**src/rtl/mc_ctrl_pkg.sv**
```systemverilog
// Shared encodings for the multicycle MIPS controller.
// Holds opcodes, FSM state codes, ALU/mux select codes and the packed control word.
package mc_ctrl_pkg;

    localparam logic [5:0] OP_RTYPE = 6'b000000;
    localparam logic [5:0] OP_LW    = 6'b100011;
    localparam logic [5:0] OP_SW    = 6'b101011;
    localparam logic [5:0] OP_BEQ   = 6'b000100;
    localparam logic [5:0] OP_BNE   = 6'b000101;
    localparam logic [5:0] OP_ADDI  = 6'b001000;
    localparam logic [5:0] OP_ANDI  = 6'b001100;
    localparam logic [5:0] OP_J     = 6'b000010;

    localparam logic [1:0] ALUOP_ADD   = 2'b00;
    localparam logic [1:0] ALUOP_SUB   = 2'b01;
    localparam logic [1:0] ALUOP_FUNCT = 2'b10;
    localparam logic [1:0] ALUOP_AND   = 2'b11;

    localparam logic [1:0] SRCB_B     = 2'b00;
    localparam logic [1:0] SRCB_FOUR  = 2'b01;
    localparam logic [1:0] SRCB_IMM   = 2'b10;
    localparam logic [1:0] SRCB_IMMSH = 2'b11;

    localparam logic [1:0] PCSRC_ALU    = 2'b00;
    localparam logic [1:0] PCSRC_ALUOUT = 2'b01;
    localparam logic [1:0] PCSRC_JUMP   = 2'b10;

    // Code 4'd15 is unused; the FSM treats it as a recovery path to FETCH.
    typedef enum logic [3:0] {
        S_FETCH   = 4'd0,
        S_DECODE  = 4'd1,
        S_MEMADR  = 4'd2,
        S_MEMRD   = 4'd3,
        S_MEMWB   = 4'd4,
        S_MEMWR   = 4'd5,
        S_RTYPEEX = 4'd6,
        S_RTYPEWB = 4'd7,
        S_BEQEX   = 4'd8,
        S_BNEEX   = 4'd9,
        S_ADDIEX  = 4'd10,
        S_ANDIEX  = 4'd11,
        S_IMMWB   = 4'd12,
        S_JEX     = 4'd13,
        S_TRAP    = 4'd14
    } state_t;

    typedef struct packed {
        logic       pcwrite;
        logic       irwrite;
        logic       regwrite;
        logic       memwrite;
        logic       iord;
        logic       memtoreg;
        logic       regdst;
        logic       alusrca;
        logic       branch;
        logic       branch_ne;
        logic       illegal;
        logic [1:0] alusrcb;
        logic [1:0] pcsrc;
    } ctrl_word_t;

endpackage

```
**src/rtl/mc_maindec_if.sv**
```systemverilog
// Controller <-> datapath bundle: opcode and memory-ready in, control enables and selects out.
// master = controller side, slave = datapath side.
interface mc_maindec_if #(
    parameter int OP_W    = 6,
    parameter int ALUOP_W = 2
);
    logic [OP_W-1:0]    op;
    logic               mem_ready;
    logic               pcwrite;
    logic               irwrite;
    logic               regwrite;
    logic               memwrite;
    logic               iord;
    logic               memtoreg;
    logic               regdst;
    logic               alusrca;
    logic               branch;
    logic               branch_ne;
    logic [1:0]         alusrcb;
    logic [1:0]         pcsrc;
    logic [ALUOP_W-1:0] aluop;
    logic               illegal;

    modport master (
        input  op, mem_ready,
        output pcwrite, irwrite, regwrite, memwrite, iord, memtoreg, regdst,
               alusrca, branch, branch_ne, alusrcb, pcsrc, aluop, illegal
    );

    modport slave (
        output op, mem_ready,
        input  pcwrite, irwrite, regwrite, memwrite, iord, memtoreg, regdst,
               alusrca, branch, branch_ne, alusrcb, pcsrc, aluop, illegal
    );
endinterface

```
**src/rtl/mc_ctrl_outdec.sv**
```systemverilog
// Combinational state -> control word decode; zero latency, no handshake of its own.
// FETCH's pcwrite/irwrite here are raw and are qualified by mem_ready in the parent.
module mc_ctrl_outdec
    import mc_ctrl_pkg::*;
(
    input  state_t     i_state,
    output ctrl_word_t o_cw,
    output logic [1:0] o_aluop
);

    always_comb begin
        o_cw    = '0;
        o_aluop = ALUOP_ADD;
        case (i_state)
            S_FETCH: begin
                o_cw.alusrcb = SRCB_FOUR;
                o_cw.pcsrc   = PCSRC_ALU;
                o_cw.irwrite = 1'b1;
                o_cw.pcwrite = 1'b1;
            end
            S_DECODE: begin
                o_cw.alusrcb = SRCB_IMMSH;
            end
            S_MEMADR: begin
                o_cw.alusrca = 1'b1;
                o_cw.alusrcb = SRCB_IMM;
            end
            S_MEMRD: begin
                o_cw.iord = 1'b1;
            end
            S_MEMWB: begin
                o_cw.memtoreg = 1'b1;
                o_cw.regwrite = 1'b1;
            end
            S_MEMWR: begin
                o_cw.iord     = 1'b1;
                o_cw.memwrite = 1'b1;
            end
            S_RTYPEEX: begin
                o_cw.alusrca = 1'b1;
                o_cw.alusrcb = SRCB_B;
                o_aluop      = ALUOP_FUNCT;
            end
            S_RTYPEWB: begin
                o_cw.regdst   = 1'b1;
                o_cw.regwrite = 1'b1;
            end
            S_BEQEX: begin
                o_cw.alusrca = 1'b1;
                o_cw.alusrcb = SRCB_B;
                o_cw.pcsrc   = PCSRC_ALUOUT;
                o_cw.branch  = 1'b1;
                o_aluop      = ALUOP_SUB;
            end
            S_BNEEX: begin
                o_cw.alusrca   = 1'b1;
                o_cw.alusrcb   = SRCB_B;
                o_cw.pcsrc     = PCSRC_ALUOUT;
                o_cw.branch_ne = 1'b1;
                o_aluop        = ALUOP_SUB;
            end
            S_ADDIEX: begin
                o_cw.alusrca = 1'b1;
                o_cw.alusrcb = SRCB_IMM;
            end
            S_ANDIEX: begin
                o_cw.alusrca = 1'b1;
                o_cw.alusrcb = SRCB_IMM;
                o_aluop      = ALUOP_AND;
            end
            S_IMMWB: begin
                o_cw.regwrite = 1'b1;
            end
            S_JEX: begin
                o_cw.pcsrc   = PCSRC_JUMP;
                o_cw.pcwrite = 1'b1;
            end
            S_TRAP: begin
                o_cw.illegal = 1'b1;
            end
            default: begin
            end
        endcase
    end

endmodule

```
**src/rtl/mc_maindec.sv**
```systemverilog
// Multicycle MIPS main controller: Moore FSM, 3-5 cycles per instruction.
// mem_ready low stalls FETCH, MEMRD and MEMWR one cycle at a time; reset blanks all write enables.
module mc_maindec
    import mc_ctrl_pkg::*;
#(
    parameter int OP_W    = 6,
    parameter int ALUOP_W = 2,
    parameter bit EN_BNE  = 1'b1,
    parameter bit EN_ANDI = 1'b1
) (
    input  logic         clk,
    input  logic         reset,
    mc_maindec_if.master bus
);

    state_t          r_state;
    state_t          w_next;
    logic [OP_W-1:0] r_op;
    ctrl_word_t      w_cw;
    logic [1:0]      w_aluop;
    logic            w_fetch_ok;
    logic            w_run;

    always_ff @(posedge clk or posedge reset) begin
        if (reset) begin
            r_state <= S_FETCH;
        end else begin
            r_state <= w_next;
        end
    end

    // MEMADR needs to know LW vs SW after op has moved on.
    always_ff @(posedge clk or posedge reset) begin
        if (reset) begin
            r_op <= '0;
        end else if (r_state == S_DECODE) begin
            r_op <= bus.op;
        end
    end

    always_comb begin
        w_next = S_FETCH;
        case (r_state)
            S_FETCH:  w_next = bus.mem_ready ? S_DECODE : S_FETCH;
            S_DECODE: begin
                case (bus.op)
                    OP_LW, OP_SW: w_next = S_MEMADR;
                    OP_RTYPE:     w_next = S_RTYPEEX;
                    OP_BEQ:       w_next = S_BEQEX;
                    OP_BNE:       w_next = EN_BNE ? S_BNEEX : S_TRAP;
                    OP_ADDI:      w_next = S_ADDIEX;
                    OP_ANDI:      w_next = EN_ANDI ? S_ANDIEX : S_TRAP;
                    OP_J:         w_next = S_JEX;
                    default:      w_next = S_TRAP;
                endcase
            end
            S_MEMADR: begin
                if (r_op == OP_LW) begin
                    w_next = S_MEMRD;
                end else if (r_op == OP_SW) begin
                    w_next = S_MEMWR;
                end else begin
                    w_next = S_FETCH;
                end
            end
            S_MEMRD:   w_next = bus.mem_ready ? S_MEMWB : S_MEMRD;
            S_MEMWB:   w_next = S_FETCH;
            S_MEMWR:   w_next = bus.mem_ready ? S_FETCH : S_MEMWR;
            S_RTYPEEX: w_next = S_RTYPEWB;
            S_RTYPEWB: w_next = S_FETCH;
            S_BEQEX:   w_next = S_FETCH;
            S_BNEEX:   w_next = S_FETCH;
            S_ADDIEX:  w_next = S_IMMWB;
            S_ANDIEX:  w_next = S_IMMWB;
            S_IMMWB:   w_next = S_FETCH;
            S_JEX:     w_next = S_FETCH;
            S_TRAP:    w_next = S_FETCH;
            default:   w_next = S_FETCH;
        endcase
    end

    mc_ctrl_outdec u_outdec (
        .i_state (r_state),
        .o_cw    (w_cw),
        .o_aluop (w_aluop)
    );

    // Write enables are forced low combinationally so an async reset kills them mid-cycle.
    assign w_run      = ~reset;
    assign w_fetch_ok = (r_state == S_FETCH) ? bus.mem_ready : 1'b1;

    assign bus.pcwrite   = w_run & w_cw.pcwrite & w_fetch_ok;
    assign bus.irwrite   = w_run & w_cw.irwrite & w_fetch_ok;
    assign bus.regwrite  = w_run & w_cw.regwrite;
    assign bus.memwrite  = w_run & w_cw.memwrite;
    assign bus.branch    = w_run & w_cw.branch;
    assign bus.branch_ne = w_run & w_cw.branch_ne;
    assign bus.illegal   = w_run & w_cw.illegal;
    assign bus.iord      = w_cw.iord;
    assign bus.memtoreg  = w_cw.memtoreg;
    assign bus.regdst    = w_cw.regdst;
    assign bus.alusrca   = w_cw.alusrca;
    assign bus.alusrcb   = w_cw.alusrcb;
    assign bus.pcsrc     = w_cw.pcsrc;
    assign bus.aluop     = ALUOP_W'(w_aluop);

endmodule

```
**src/flat_wrapper.sv**
```systemverilog
// flat-port wrapper written by rule: the top's interface ports become plain ports
module mc_maindec_flat import mc_ctrl_pkg::*;
#(
    parameter int OP_W    = 6,
    parameter int ALUOP_W = 2,
    parameter bit EN_BNE  = 1'b1,
    parameter bit EN_ANDI = 1'b1
)
  (clk, reset, bus_op, bus_mem_ready, bus_pcwrite, bus_irwrite, bus_regwrite, bus_memwrite, bus_iord, bus_memtoreg, bus_regdst, bus_alusrca, bus_branch, bus_branch_ne, bus_alusrcb, bus_pcsrc, bus_aluop, bus_illegal);
  mc_maindec_if #(.OP_W(OP_W), .ALUOP_W(ALUOP_W)) bus_i ();
  input  logic clk;
  input  logic reset;
  input wire logic [$bits(bus_i.op)-1:0] bus_op;
  input wire logic [$bits(bus_i.mem_ready)-1:0] bus_mem_ready;
  output wire logic [$bits(bus_i.pcwrite)-1:0] bus_pcwrite;
  output wire logic [$bits(bus_i.irwrite)-1:0] bus_irwrite;
  output wire logic [$bits(bus_i.regwrite)-1:0] bus_regwrite;
  output wire logic [$bits(bus_i.memwrite)-1:0] bus_memwrite;
  output wire logic [$bits(bus_i.iord)-1:0] bus_iord;
  output wire logic [$bits(bus_i.memtoreg)-1:0] bus_memtoreg;
  output wire logic [$bits(bus_i.regdst)-1:0] bus_regdst;
  output wire logic [$bits(bus_i.alusrca)-1:0] bus_alusrca;
  output wire logic [$bits(bus_i.branch)-1:0] bus_branch;
  output wire logic [$bits(bus_i.branch_ne)-1:0] bus_branch_ne;
  output wire logic [$bits(bus_i.alusrcb)-1:0] bus_alusrcb;
  output wire logic [$bits(bus_i.pcsrc)-1:0] bus_pcsrc;
  output wire logic [$bits(bus_i.aluop)-1:0] bus_aluop;
  output wire logic [$bits(bus_i.illegal)-1:0] bus_illegal;
  assign bus_i.op = bus_op;
  assign bus_i.mem_ready = bus_mem_ready;
  assign bus_pcwrite = bus_i.pcwrite;
  assign bus_irwrite = bus_i.irwrite;
  assign bus_regwrite = bus_i.regwrite;
  assign bus_memwrite = bus_i.memwrite;
  assign bus_iord = bus_i.iord;
  assign bus_memtoreg = bus_i.memtoreg;
  assign bus_regdst = bus_i.regdst;
  assign bus_alusrca = bus_i.alusrca;
  assign bus_branch = bus_i.branch;
  assign bus_branch_ne = bus_i.branch_ne;
  assign bus_alusrcb = bus_i.alusrcb;
  assign bus_pcsrc = bus_i.pcsrc;
  assign bus_aluop = bus_i.aluop;
  assign bus_illegal = bus_i.illegal;
  mc_maindec #(.OP_W(OP_W), .ALUOP_W(ALUOP_W), .EN_BNE(EN_BNE), .EN_ANDI(EN_ANDI)) u_core (.clk(clk), .reset(reset), .bus(bus_i));
endmodule
```
**config.mk**
```make
export PLATFORM = sky130hd
export DESIGN_NAME = mc_maindec_flat
export DESIGN_NICKNAME = d
export VERILOG_FILES = /design/src/rtl/mc_ctrl_pkg.sv /design/src/rtl/mc_maindec_if.sv /design/src/rtl/mc_ctrl_outdec.sv /design/src/rtl/mc_maindec.sv /design/src/flat_wrapper.sv
export SDC_FILE = /design/constraint.sdc
export NUM_CORES = 1
export LEC_CHECK = 0
export BUFFER_PORTS_ARGS = -buffer_cell sky130_fd_sc_hd__buf_2
export CORE_AREA = 2 2 47 49
export CTS_CLUSTER_DIAMETER = 100
export CTS_CLUSTER_SIZE = 14
export DETAILED_ROUTE_END_ITERATION = 10
export DIE_AREA = 0 0 49 51
export PLACE_DENSITY = 0.8
export SKIP_CTS_REPAIR_TIMING = 1
export SLEW_MARGIN = 20
export SYNTH_ARGS = -nofsm -noshare
export SYNTH_HDL_FRONTEND = slang
export SYNTH_HIERARCHICAL = 1
export SYNTH_SLANG_ARGS = --single-unit
```
**constraint.sdc**
```tcl
create_clock -name clk -period 1.8 [get_ports clk]
set_clock_uncertainty 0.2 [all_clocks]
set_input_delay 0.36 -clock clk [delete_from_list [all_inputs] [get_ports clk]]
set_output_delay 0.36 -clock clk [all_outputs]
set_load 0.1 [all_outputs]
```
==> metrics <==
GPL Wtd Cong around 0.83; first-pass GRT wire length ~4.5 mm; Final Max Tran Viols 0; worst hold path type in2reg; post-route ant nets 0; CP Data Arrival Time 1580 ps; # diodes 0; root buffer cell clkbuf_4; CTS tree built; Max transition margin 0.744; Critical Path End Type output pin; H-tree depth 1; WL final 3.43 mm; Fin. Hold Viols 0; first drt pass iteration count 5; Mapped Cells between 100 and 150; dominant synthesized flop cell dfrtp_1; Critical Path Start Type flip-flop; RSZ-0062 raised after global routing yes; CTS buffer count 3; routed vias about 1100; Rows 17; Seq/Total Area, Yosys 0.290; non-filler cells, final roughly 180; clk buf depth 2; Yosys Warn Count 6; via/cell ratio around 6; Initial Util 0.418; core area ~0.0021 mm²; die height 51 µm; share of layout cells above drive strength 1 0.641; number of setup violations in the final report 26; synth-to-layout area growth 101%; final worst slack -336 ps; initial DRC count 63; NumNets Final 163; min Tclk post-route about 2100 ps; CP Max Fanout 6; initial antenna violation count 0; Inst Count DP 174; Power Dens Cells approximately 1800 mW/mm²; Syn Std Cell Area approximately 860 µm²; post-synthesis net count 115; die area ~0.0025 mm²; synth unique cells 36; clk slew on worst S/H paths approximately 70 ps; worst skew pair latency roughly 270 ps; status finished with violations; Setup CP Type reg2out; Synth top area share 0.290; Final HPWL DP between 2 and 2.5 mm; leakage 0.000673 µW; flops & latches, synth 10; worst endpoint required time ~1200 ps; Die W slightly below 50 µm; Post-synth EDFFs 0; Yosys top cell by area dfrtp_1; Slew @ Worst Pin ~380 ps; Final Instance Area between 0.0015 and 0.002 mm²; met2 routed WL between 1.5 and 2 mm; vias in the first global route between 1000 and 1500; gr ovfl total 0; I/O pins 26; syn_area_per_cell about 8.1 µm²; failing checks negative setup slack; maximum VDD drop 0.00119 V; Max Cap Violations 0; Period Utilization, post-route 1.19; commonest cells in the synthesized netlist dfrtp_1, nor2_1, nand2b_1, nor2b_1, nor3_1; Post-synth ARST share 1.00; routed length on met1 between 1 and 1.5 mm; number of I/O port buffers 25; routed wl met3 around 230 µm; highest metal used met4; worst hold slack 218 ps; DRC violations left 0; Placed Area roughly 0.0016 mm²; post-DR wirelength/cell between 15 and 20 µm; largest cells by area after synthesis dfrtp_1, mux2_2, nand2b_1; highest clock rate ~470 MHz; Total GRT Usage 0.235; Sink Count 10; largest net degree at the start of global routing 11
[final cells by class]
| class | instances | area [µm²] |
|---|---|---|
| repair buffers | 49 | 586 |
| inverters | 4 | 15.0 |
| fillers | 108 | 334 |
| multi-input cells | 86 | 812 |
| flip-flops and latches | 10 | 255 |
| well taps | 28 | 35.0 |
| clock buffers | 4 | 26.3 |
[cell families after synthesis]
logic type / count (synthesis) / share of synthesized area
xor gates and xnor gates: 1 / 0.0102
AOI/OAI and AO/OA: 23 / 0.184
DFF: 10 / 0.290
muxes: 7 / 0.0900
buffers and inverters: 10 / 0.0639
and+or+nand+nor: 55 / 0.361
[path summary, 6_finish.rpt]
path	from	to	slack (ps)	depth (start not counted)
worst max register to register	u_core/r_state[3]$_DFF_PP0_	u_core/r_state[2]$_DFF_PP0_	-240	4
worst min register to register	u_core/r_op[0]$_DFFE_PP0P_	u_core/r_op[0]$_DFFE_PP0P_	310	1
max in group asynchronous	reset	u_core/r_state[0]$_DFF_PP0_	600	3
worst min-delay path	bus_op[4]	u_core/r_op[4]$_DFFE_PP0P_	220	2
worst max-delay path	u_core/r_state[3]$_DFF_PP0_	bus_regwrite	-340	5
min in group asynchronous	reset	u_core/r_op[0]$_DFFE_PP0P_	500	3
[layout by cell type (no fill, tap or decap), types with 4 or more instances in the layout]
cell type	netlist	final
nor2_4	0	6
buf_2	2	8
nor3_1	8	4
mux2_2	6	6
buf_4	0	17
inv_1	4	4
nor2b_4	0	6
buf_6	2	6
o211ai_1	4	4
nand2_1	6	4
buf_12	0	17
dfrtp_2	0	4
dfrtp_1	10	6
[stage by stage]
| stage | setup slack [ps] | TNS (ps) | utilization | power (µW) |
|---|---|---|---|---|
| floorplan | -279 | -2190 | - | 1850 |
| global placement | -39.1 | -83.0 | 0.763 | 2540 |
| detailed placement | -69.8 | -324 | 0.763 | 2610 |
| CTS | -352 | -4320 | 0.776 | 2780 |
| global route | -353 | -5730 | 0.838 | 3120 |
| finish | -336 | -4930 | 0.838 | 3030 |
[report_power, final]
group / internal (µW) / leakage [µW] / switching (µW) / total (µW)
Combinational: 1020 / 0.000540 / 1410 / 2420
Clock: 85.6 / 0.0000150 / 78.4 / 164
Sequential: 331 / 0.000118 / 116 / 447
[layer usage]
layer,GRT usage,vias to the layer above
met5,0,-
met4,0.138,0
met3,0.0292,24
met2,0.479,70
met1,0.223,519
li1,-,475
[registers in the layout (all words and copies together) (netlist names)]
name	cells
u_core/r_op	6
u_core/r_state	4
[worst max-delay path, cell delays in order (launching register included)]
cell and delay (ps):
dfrtp_2 470, buf_6 150, nand2b_4 180, o2bb2ai_2 150
nor2b_4 180, buf_12 180
Note: power is estimated with default switching activity, not from simulation.
